<file path="config.mk">
export PLATFORM = sky130hd
export DESIGN_NAME = alu_op_dispatch
export DESIGN_NICKNAME = d
export VERILOG_FILES = /design/src/rtl/alu_pkg.sv /design/src/rtl/alu_op_dispatch_sched.sv /design/src/rtl/alu_op_dispatch.sv
export SDC_FILE = /design/constraint.sdc
export NUM_CORES = 1
export LEC_CHECK = 0
export ABC_AREA = 1
export CAP_MARGIN = 10
export CORE_MARGIN = 2
export CORE_UTILIZATION = 32
export DETAILED_ROUTE_END_ITERATION = 10
export MAX_ROUTING_LAYER = met4
export PLACE_DENSITY_LB_ADDON = 0.12
export SYNTH_ARGS = -nofsm -noshare
export SYNTH_HDL_FRONTEND = slang
export SYNTH_SLANG_ARGS = --single-unit
</file>
<file path="constraint.sdc">
create_clock -name clk -period 7.85 [get_ports clk]
set_input_delay 0.785 -clock clk [delete_from_list [all_inputs] [get_ports clk]]
set_output_delay 0.785 -clock clk [all_outputs]
set_load 0.03 [all_outputs]
</file>
<file path="src/rtl/alu_pkg.sv">
// ALU op dispatch package: opcode enum, unit index constants, sub-function
// encodings and decode helpers shared by the dispatcher and its scheduler.
package alu_pkg;

  typedef enum logic [3:0] {
    ADD = 4'd0,
    SUB = 4'd1,
    AND = 4'd2,
    OR  = 4'd3,
    XOR = 4'd4,
    SLL = 4'd5,
    SRL = 4'd6,
    SRA = 4'd7
  } alu_op_e;

  // Bit positions of the units in issue_valid / en.
  localparam int UNIT_ADD   = 0;
  localparam int UNIT_BOOL  = 1;
  localparam int UNIT_SHIFT = 2;

  // Sub-function codes presented on unit_fn, interpreted per unit.
  localparam logic [1:0] FN_ADD = 2'd0;
  localparam logic [1:0] FN_SUB = 2'd1;
  localparam logic [1:0] FN_AND = 2'd0;
  localparam logic [1:0] FN_OR  = 2'd1;
  localparam logic [1:0] FN_XOR = 2'd2;
  localparam logic [1:0] FN_SLL = 2'd0;
  localparam logic [1:0] FN_SRL = 2'd1;
  localparam logic [1:0] FN_SRA = 2'd2;

  // One-hot unit for an opcode; zero for anything outside the enum.
  function automatic logic [2:0] op_to_unit(alu_op_e op);
    case (op)
      ADD, SUB:      return 3'b001;
      AND, OR, XOR:  return 3'b010;
      SLL, SRL, SRA: return 3'b100;
      default:       return 3'b000;
    endcase
  endfunction

  // Sub-function code for an opcode; don't-care (zero) for illegal codes.
  function automatic logic [1:0] op_to_fn(alu_op_e op);
    case (op)
      ADD:     return FN_ADD;
      SUB:     return FN_SUB;
      AND:     return FN_AND;
      OR:      return FN_OR;
      XOR:     return FN_XOR;
      SLL:     return FN_SLL;
      SRL:     return FN_SRL;
      SRA:     return FN_SRA;
      default: return 2'd0;
    endcase
  endfunction

  function automatic int max3(int a, int b, int c);
    int m;
    m = (a > b) ? a : b;
    return (m > c) ? m : c;
  endfunction

endpackage

</file>
<file path="src/rtl/alu_op_dispatch_sched.sv">
// Landing-slot scheduler: a pending shift register indexed by "cycles until
// the result reaches the mux". Slot 0 drives en; one cycle later the tag of
// that result is presented alongside the mux's registered output.
module alu_op_dispatch_sched
  import alu_pkg::*;
#(
  parameter int TAG_W     = 4,
  parameter int ADD_LAT   = 1,
  parameter int BOOL_LAT  = 1,
  parameter int SHIFT_LAT = 2
) (
  input  logic             clk,
  input  logic             rst,
  input  logic [2:0]       acc_unit,
  input  logic [TAG_W-1:0] acc_tag,
  output logic [2:0]       slot_free,
  output logic [2:0]       en,
  output logic             res_valid,
  output logic [TAG_W-1:0] res_tag
);

  localparam int MAXL  = max3(ADD_LAT, BOOL_LAT, SHIFT_LAT);
  localparam int DEPTH = MAXL + 2;

  logic [2:0]       unit_q [DEPTH];
  logic [2:0]       unit_d [DEPTH];
  logic [TAG_W-1:0] tag_q  [DEPTH];
  logic [TAG_W-1:0] tag_d  [DEPTH];
  logic [2:0]       shift_unit [DEPTH];
  logic [TAG_W-1:0] shift_tag  [DEPTH];
  logic             res_valid_q;
  logic [TAG_W-1:0] res_tag_q;

  genvar gi;
  generate
    for (gi = 0; gi < DEPTH; gi++) begin : g_shift
      if (gi < DEPTH - 1) begin : g_mid
        assign shift_unit[gi] = unit_q[gi+1];
        assign shift_tag[gi]  = tag_q[gi+1];
      end else begin : g_top
        assign shift_unit[gi] = 3'b000;
        assign shift_tag[gi]  = '0;
      end
    end
  endgenerate

  // A unit's landing slot is LAT+1 now, which becomes LAT after this cycle's shift.
  assign slot_free[UNIT_ADD]   = ~|unit_q[ADD_LAT+1];
  assign slot_free[UNIT_BOOL]  = ~|unit_q[BOOL_LAT+1];
  assign slot_free[UNIT_SHIFT] = ~|unit_q[SHIFT_LAT+1];

  // Advance the pending vector and book the landing slot of an accepted op.
  always_comb begin
    for (int i = 0; i < DEPTH; i++) begin
      unit_d[i] = shift_unit[i];
      tag_d[i]  = shift_tag[i];
    end
    if (acc_unit[UNIT_ADD]) begin
      unit_d[ADD_LAT] = 3'b001;
      tag_d[ADD_LAT]  = acc_tag;
    end
    if (acc_unit[UNIT_BOOL]) begin
      unit_d[BOOL_LAT] = 3'b010;
      tag_d[BOOL_LAT]  = acc_tag;
    end
    if (acc_unit[UNIT_SHIFT]) begin
      unit_d[SHIFT_LAT] = 3'b100;
      tag_d[SHIFT_LAT]  = acc_tag;
    end
  end

  // Pending vector and result-tag pipeline; reset discards all in-flight ops.
  always_ff @(posedge clk or posedge rst) begin
    if (rst) begin
      for (int i = 0; i < DEPTH; i++) begin
        unit_q[i] <= 3'b000;
        tag_q[i]  <= '0;
      end
      res_valid_q <= 1'b0;
      res_tag_q   <= '0;
    end else begin
      for (int i = 0; i < DEPTH; i++) begin
        unit_q[i] <= unit_d[i];
        tag_q[i]  <= tag_d[i];
      end
      res_valid_q <= |unit_q[0];
      if (|unit_q[0]) res_tag_q <= tag_q[0];
    end
  end

  assign en        = unit_q[0];
  assign res_valid = res_valid_q;
  assign res_tag   = res_tag_q;

endmodule

</file>
<file path="src/rtl/alu_op_dispatch.sv">
// ALU issue stage: valid/ready handshake, opcode decode, operand registers,
// and a landing-slot scheduler so the result mux never sees two results at once.
// Optional feature: define ALU_DISPATCH_ERR_EN to add the illegal_op pulse port.
module alu_op_dispatch
  import alu_pkg::*;
#(
  parameter int WIDTH     = 32,
  parameter int TAG_W     = 4,
  parameter int ADD_LAT   = 1,
  parameter int BOOL_LAT  = 1,
  parameter int SHIFT_LAT = 2
) (
  input  logic             clk,
  input  logic             rst,
  input  logic             op_valid,
  output logic             op_ready,
  input  logic [3:0]       op_code,
  input  logic [WIDTH-1:0] op_a,
  input  logic [WIDTH-1:0] op_b,
  input  logic [TAG_W-1:0] op_tag,
  output logic [WIDTH-1:0] unit_a,
  output logic [WIDTH-1:0] unit_b,
  output logic [1:0]       unit_fn,
  output logic [2:0]       issue_valid,
  output logic [2:0]       en,
  output logic             res_valid,
  output logic [TAG_W-1:0] res_tag
`ifdef ALU_DISPATCH_ERR_EN
  ,
  output logic             illegal_op
`endif
);

  alu_op_e          op_e;
  logic [2:0]       op_unit;
  logic [1:0]       op_fn;
  logic             op_legal;
  logic             accept;
  logic [2:0]       acc_unit;
  logic [2:0]       slot_free;

  logic [WIDTH-1:0] unit_a_q, unit_a_d;
  logic [WIDTH-1:0] unit_b_q, unit_b_d;
  logic [1:0]       unit_fn_q, unit_fn_d;
  logic [2:0]       issue_valid_q, issue_valid_d;

  assign op_e     = alu_op_e'(op_code);
  assign op_unit  = op_to_unit(op_e);
  assign op_fn    = op_to_fn(op_e);
  assign op_legal = |op_unit;

  // Illegal codes never occupy a slot, so they are always taken.
  assign op_ready = !rst && (!op_legal || |(op_unit & slot_free));
  assign accept   = op_valid && op_ready;
  assign acc_unit = accept ? op_unit : 3'b000;

  // Load operands only on a legal accept; otherwise hold the last values.
  always_comb begin
    unit_a_d      = unit_a_q;
    unit_b_d      = unit_b_q;
    unit_fn_d     = unit_fn_q;
    issue_valid_d = acc_unit;
    if (accept && op_legal) begin
      unit_a_d  = op_a;
      unit_b_d  = op_b;
      unit_fn_d = op_fn;
    end
  end

  // Operand and issue-pulse registers.
  always_ff @(posedge clk or posedge rst) begin
    if (rst) begin
      unit_a_q      <= '0;
      unit_b_q      <= '0;
      unit_fn_q     <= 2'd0;
      issue_valid_q <= 3'b000;
    end else begin
      unit_a_q      <= unit_a_d;
      unit_b_q      <= unit_b_d;
      unit_fn_q     <= unit_fn_d;
      issue_valid_q <= issue_valid_d;
    end
  end

  assign unit_a      = unit_a_q;
  assign unit_b      = unit_b_q;
  assign unit_fn     = unit_fn_q;
  assign issue_valid = issue_valid_q;

`ifdef ALU_DISPATCH_ERR_EN
  logic illegal_q;

  // One-cycle report of an accepted illegal opcode, aligned with issue timing.
  always_ff @(posedge clk or posedge rst) begin
    if (rst) illegal_q <= 1'b0;
    else     illegal_q <= accept && !op_legal;
  end

  assign illegal_op = illegal_q;
`else
  // Illegal opcodes are accepted and dropped without any report.
`endif

  alu_op_dispatch_sched #(
    .TAG_W    (TAG_W),
    .ADD_LAT  (ADD_LAT),
    .BOOL_LAT (BOOL_LAT),
    .SHIFT_LAT(SHIFT_LAT)
  ) u_sched (
    .clk      (clk),
    .rst      (rst),
    .acc_unit (acc_unit),
    .acc_tag  (op_tag),
    .slot_free(slot_free),
    .en       (en),
    .res_valid(res_valid),
    .res_tag  (res_tag)
  );

endmodule

</file>
==> summary.txt <==
Worst hold path
  • Worst min path class: flop to flop

Floorplanning
  • Die W: 111 microns
  • I/O Pins: 153
  • Core Area: 11000 sq um
  • Die area: 12200 sq um
  • FP Rows: 38
  • Chip height: 111 microns
  • Effective utilization at floorplan: 33.1%

STA
  • Slew margin rel.: 47.1%
  • Max Slew Vio Count: 0
  • Hold Slack: 0.350 ns
  • Total negative slack: 0 ns
  • Tmin final: 3.27 ns
  • Post-route clock period utilization: 41.6%
  • Final Hold Viols: 0
  • RSZ-0062 raised after global routing: no
  • FMAX: 306 MHz
  • Worst slew pin tran: 0.794 ns
  • Worst Skew: 0.00606 ns
  • # setup viols final: 0
  • Final setup margin: 4.58 ns

Synth
  • Seq cells post-synth: 91
  • Area share of the largest cell type after synthesis: 62.6%
  • Synth cell count leaders: nand2_1 (147), dfrtp_1 (91), nand4_1 (68)
  • Top cells by area, synth: dfrtp_1 (63%), nand2_1 (15%), nand4_1 (12%)
  • Seq/Total Area, Yosys: 62.6%
  • Count leader, synth: nand2_1
  • Synth cell types: 18
  • Post-Synthesis Net Count: 455
  • FFs w/ async S/R, synth: 100%
  • Synth Cell Area: 3640 sq um
  • Syn avg cell area: 9.62 sq um
  • Yosys Warn Count: 0
  • Post-synth top flop: dfrtp_1
  • Syn Inst Count: 378
  • Post-synth EDFFs: 0
  • Cell taking the most area after synthesis: dfrtp_1

Finish
  • Share of post-route cells with drive strength above 1: 4.82%
  • Nets: 591
  • FILL cells: 1073
  • N_diodes: 0
  • Area Overhead vs Synth: 51.7%
  • Area occupied by multi-input gates: 1130 sq um
  • Sequential cell area: 2280 sq um
  • Non-filler cells in the finished layout: 659

Clocking
  • Post-CTS Setup Inserts: 0
  • CTS Sinks: 91
  • CTS tree: done
  • CTS buffer count: 9
  • Root Driver: clkbuf_16
  • Post-CTS sizing: 0
  • CTS clock-pin slew for the worst setup and hold paths: 0.07 ns
  • Hold Buf Count CTS: 0
  • CTS HTree Levels: 3
  • Skew-Pair Late Insertion Delay: 0.34 ns
  • Max clock buf depth: 2

GRT
  • First-pass GRT wire length: 15800 microns
  • Number of global-route vias before repair: 3132
  • Largest net degree at the start of global routing: 90
  • Grt total ovfl: 0
  • Initial antenna violation count: 0
  • GRT Util Overall: 16.3%

Drt
  • Pre-antenna DRT Iters: 4
  • Vias per Instance: 4.76
  • WL/cell: 14.6 microns
  • Vias: 3136
  • DRC: 0
  • Antenna Nets Post-Route: 0
  • DRT iter0 DRCs: 192
  • Drt total wl: 9600 microns

Critical path
  • CP Capture Type: output pin
  • CP required: 7.07 ns
  • Crit path DAT: 2.48 ns
  • Worst setup SP type: input port
  • Crit-path max FO: 4
  • CP max-delay cell: clkdlybuf4s50_1
  • Critical path cell sequence: clkdlybuf4s50_1 -> inv_1 -> ha_1 -> inv_1 -> nand2_2 -> a31oi_1 -> clkdlybuf4s50_1
  • Critical path's largest stage delay: 0.69 ns
  • Setup CP Type: input port to output pin

Pwr
  • Maximum vdd drop: 0.131 mV
  • Power Total: 1390 uW
  • Leak: 0.00265 uW
  • Power Density: 253 nW/um^2

Placement
  • HPWL after DPL: 6000 microns
  • RD Place Congestion: 0.718
  • Worst slack, placed: 4.56 ns
  • Placed cell count: 643
  • I/O Buffers: 152

Run status
  • Outcome: completed

Job
  • Max Cap Viol: 0
worst paths after layout:
check                                             from                     to  slack [ns]  cells past startpoint
worst max-delay path                        op_code[1]               op_ready        4.58                      7
worst min-delay path            u_sched.shift_unit[11]          u_sched.en[2]        0.35                      0
worst max register to register          issue_valid[2]  u_sched.shift_tag[10]        6.11                      4
worst min register to register  u_sched.shift_unit[11]          u_sched.en[2]        0.35                      0
max in group asynchronous                          rst              unit_b[8]        5.57                      3
min in group asynchronous                          rst   u_sched.shift_tag[8]        0.95                      2
metal layers:
layer	wire [microns]	up-vias	share of wire (%)	track usage, %
li1	-	1529	-	-
met1	4410	1491	46	21.2
met2	4380	102	46	24.4
met3	616	14	6.4	4.28
met4	195	0	2.0	6.58
met5	0	-	0	-
registers in the layout, indices dropped and copies added (netlist names):
name                flops
unit_b                 32
u_sched.en              3
issue_valid             2
u_sched.res_valid       1
unit_a                 32
unit_fn                 2
u_sched.shift_unit      3
u_sched.res_tag         4
u_sched.shift_tag       8
u_sched.tag_q           4
placed cells by master (no fill, tap or decap), drive strengths merged:
cell           instances
clkinv                 1
ha                     2
clkdlybuf4s50        152
nand2                148
a31oi                  1
clkinvlp               1
nand3                  6
o21ai                  5
nor2                  11
inv                   18
bufinv                 2
nand4                 68
clkbuf                 9
dfrtp                 91
buf                    4
through the flow:
stage | instance area (sq um) | utilization, %
5_1_grt | 5520 | 50.2
4_1_cts | 5520 | 50.2
3_3_place_gp | 5190 | 47.3
6_report | 5520 | 50.2
2_1_floorplan | 3640 | -
3_5_place_dp | 5190 | 47.3
where the power goes:
group          internal [uW]  leakage [uW]  switching [uW]  total, uW
registers                528       0.00117            30.8        559
clock network            282      0.000157             190        472
logic                    154       0.00132             208        363
total                    964       0.00265             429       1390
area by class of cell:
type                    count  area share, %
well taps                 140           3.17
repair buffers            156           28.1
clock buffers               9           4.08
clock inverters             7           1.79
inverters                  15           1.11
multi-input cells         241           20.5
flip-flops and latches     91           41.3
worst max-delay path: cells and delay by family:
kind                     cells  cell delay (ns)
AO/OA/AOI/OAI                1             0.13
buffers and inverters        4             1.30
adder cells (fa/ha/maj)      1             0.17
AND/OR/NAND/NOR              1             0.08
logic make-up (layout without fill, tap and decap cells):
family / after synthesis / after routing / synth area share (%)
fa+ha+maj: 2 / 2 / 0.688
simple gates: 233 / 233 / 29.3
flops: 91 / 91 / 62.6
buf+inv: 46 / 187 / 6.50
compound gates: 6 / 6 / 0.860
Note: power is estimated with default switching activity, not from simulation.
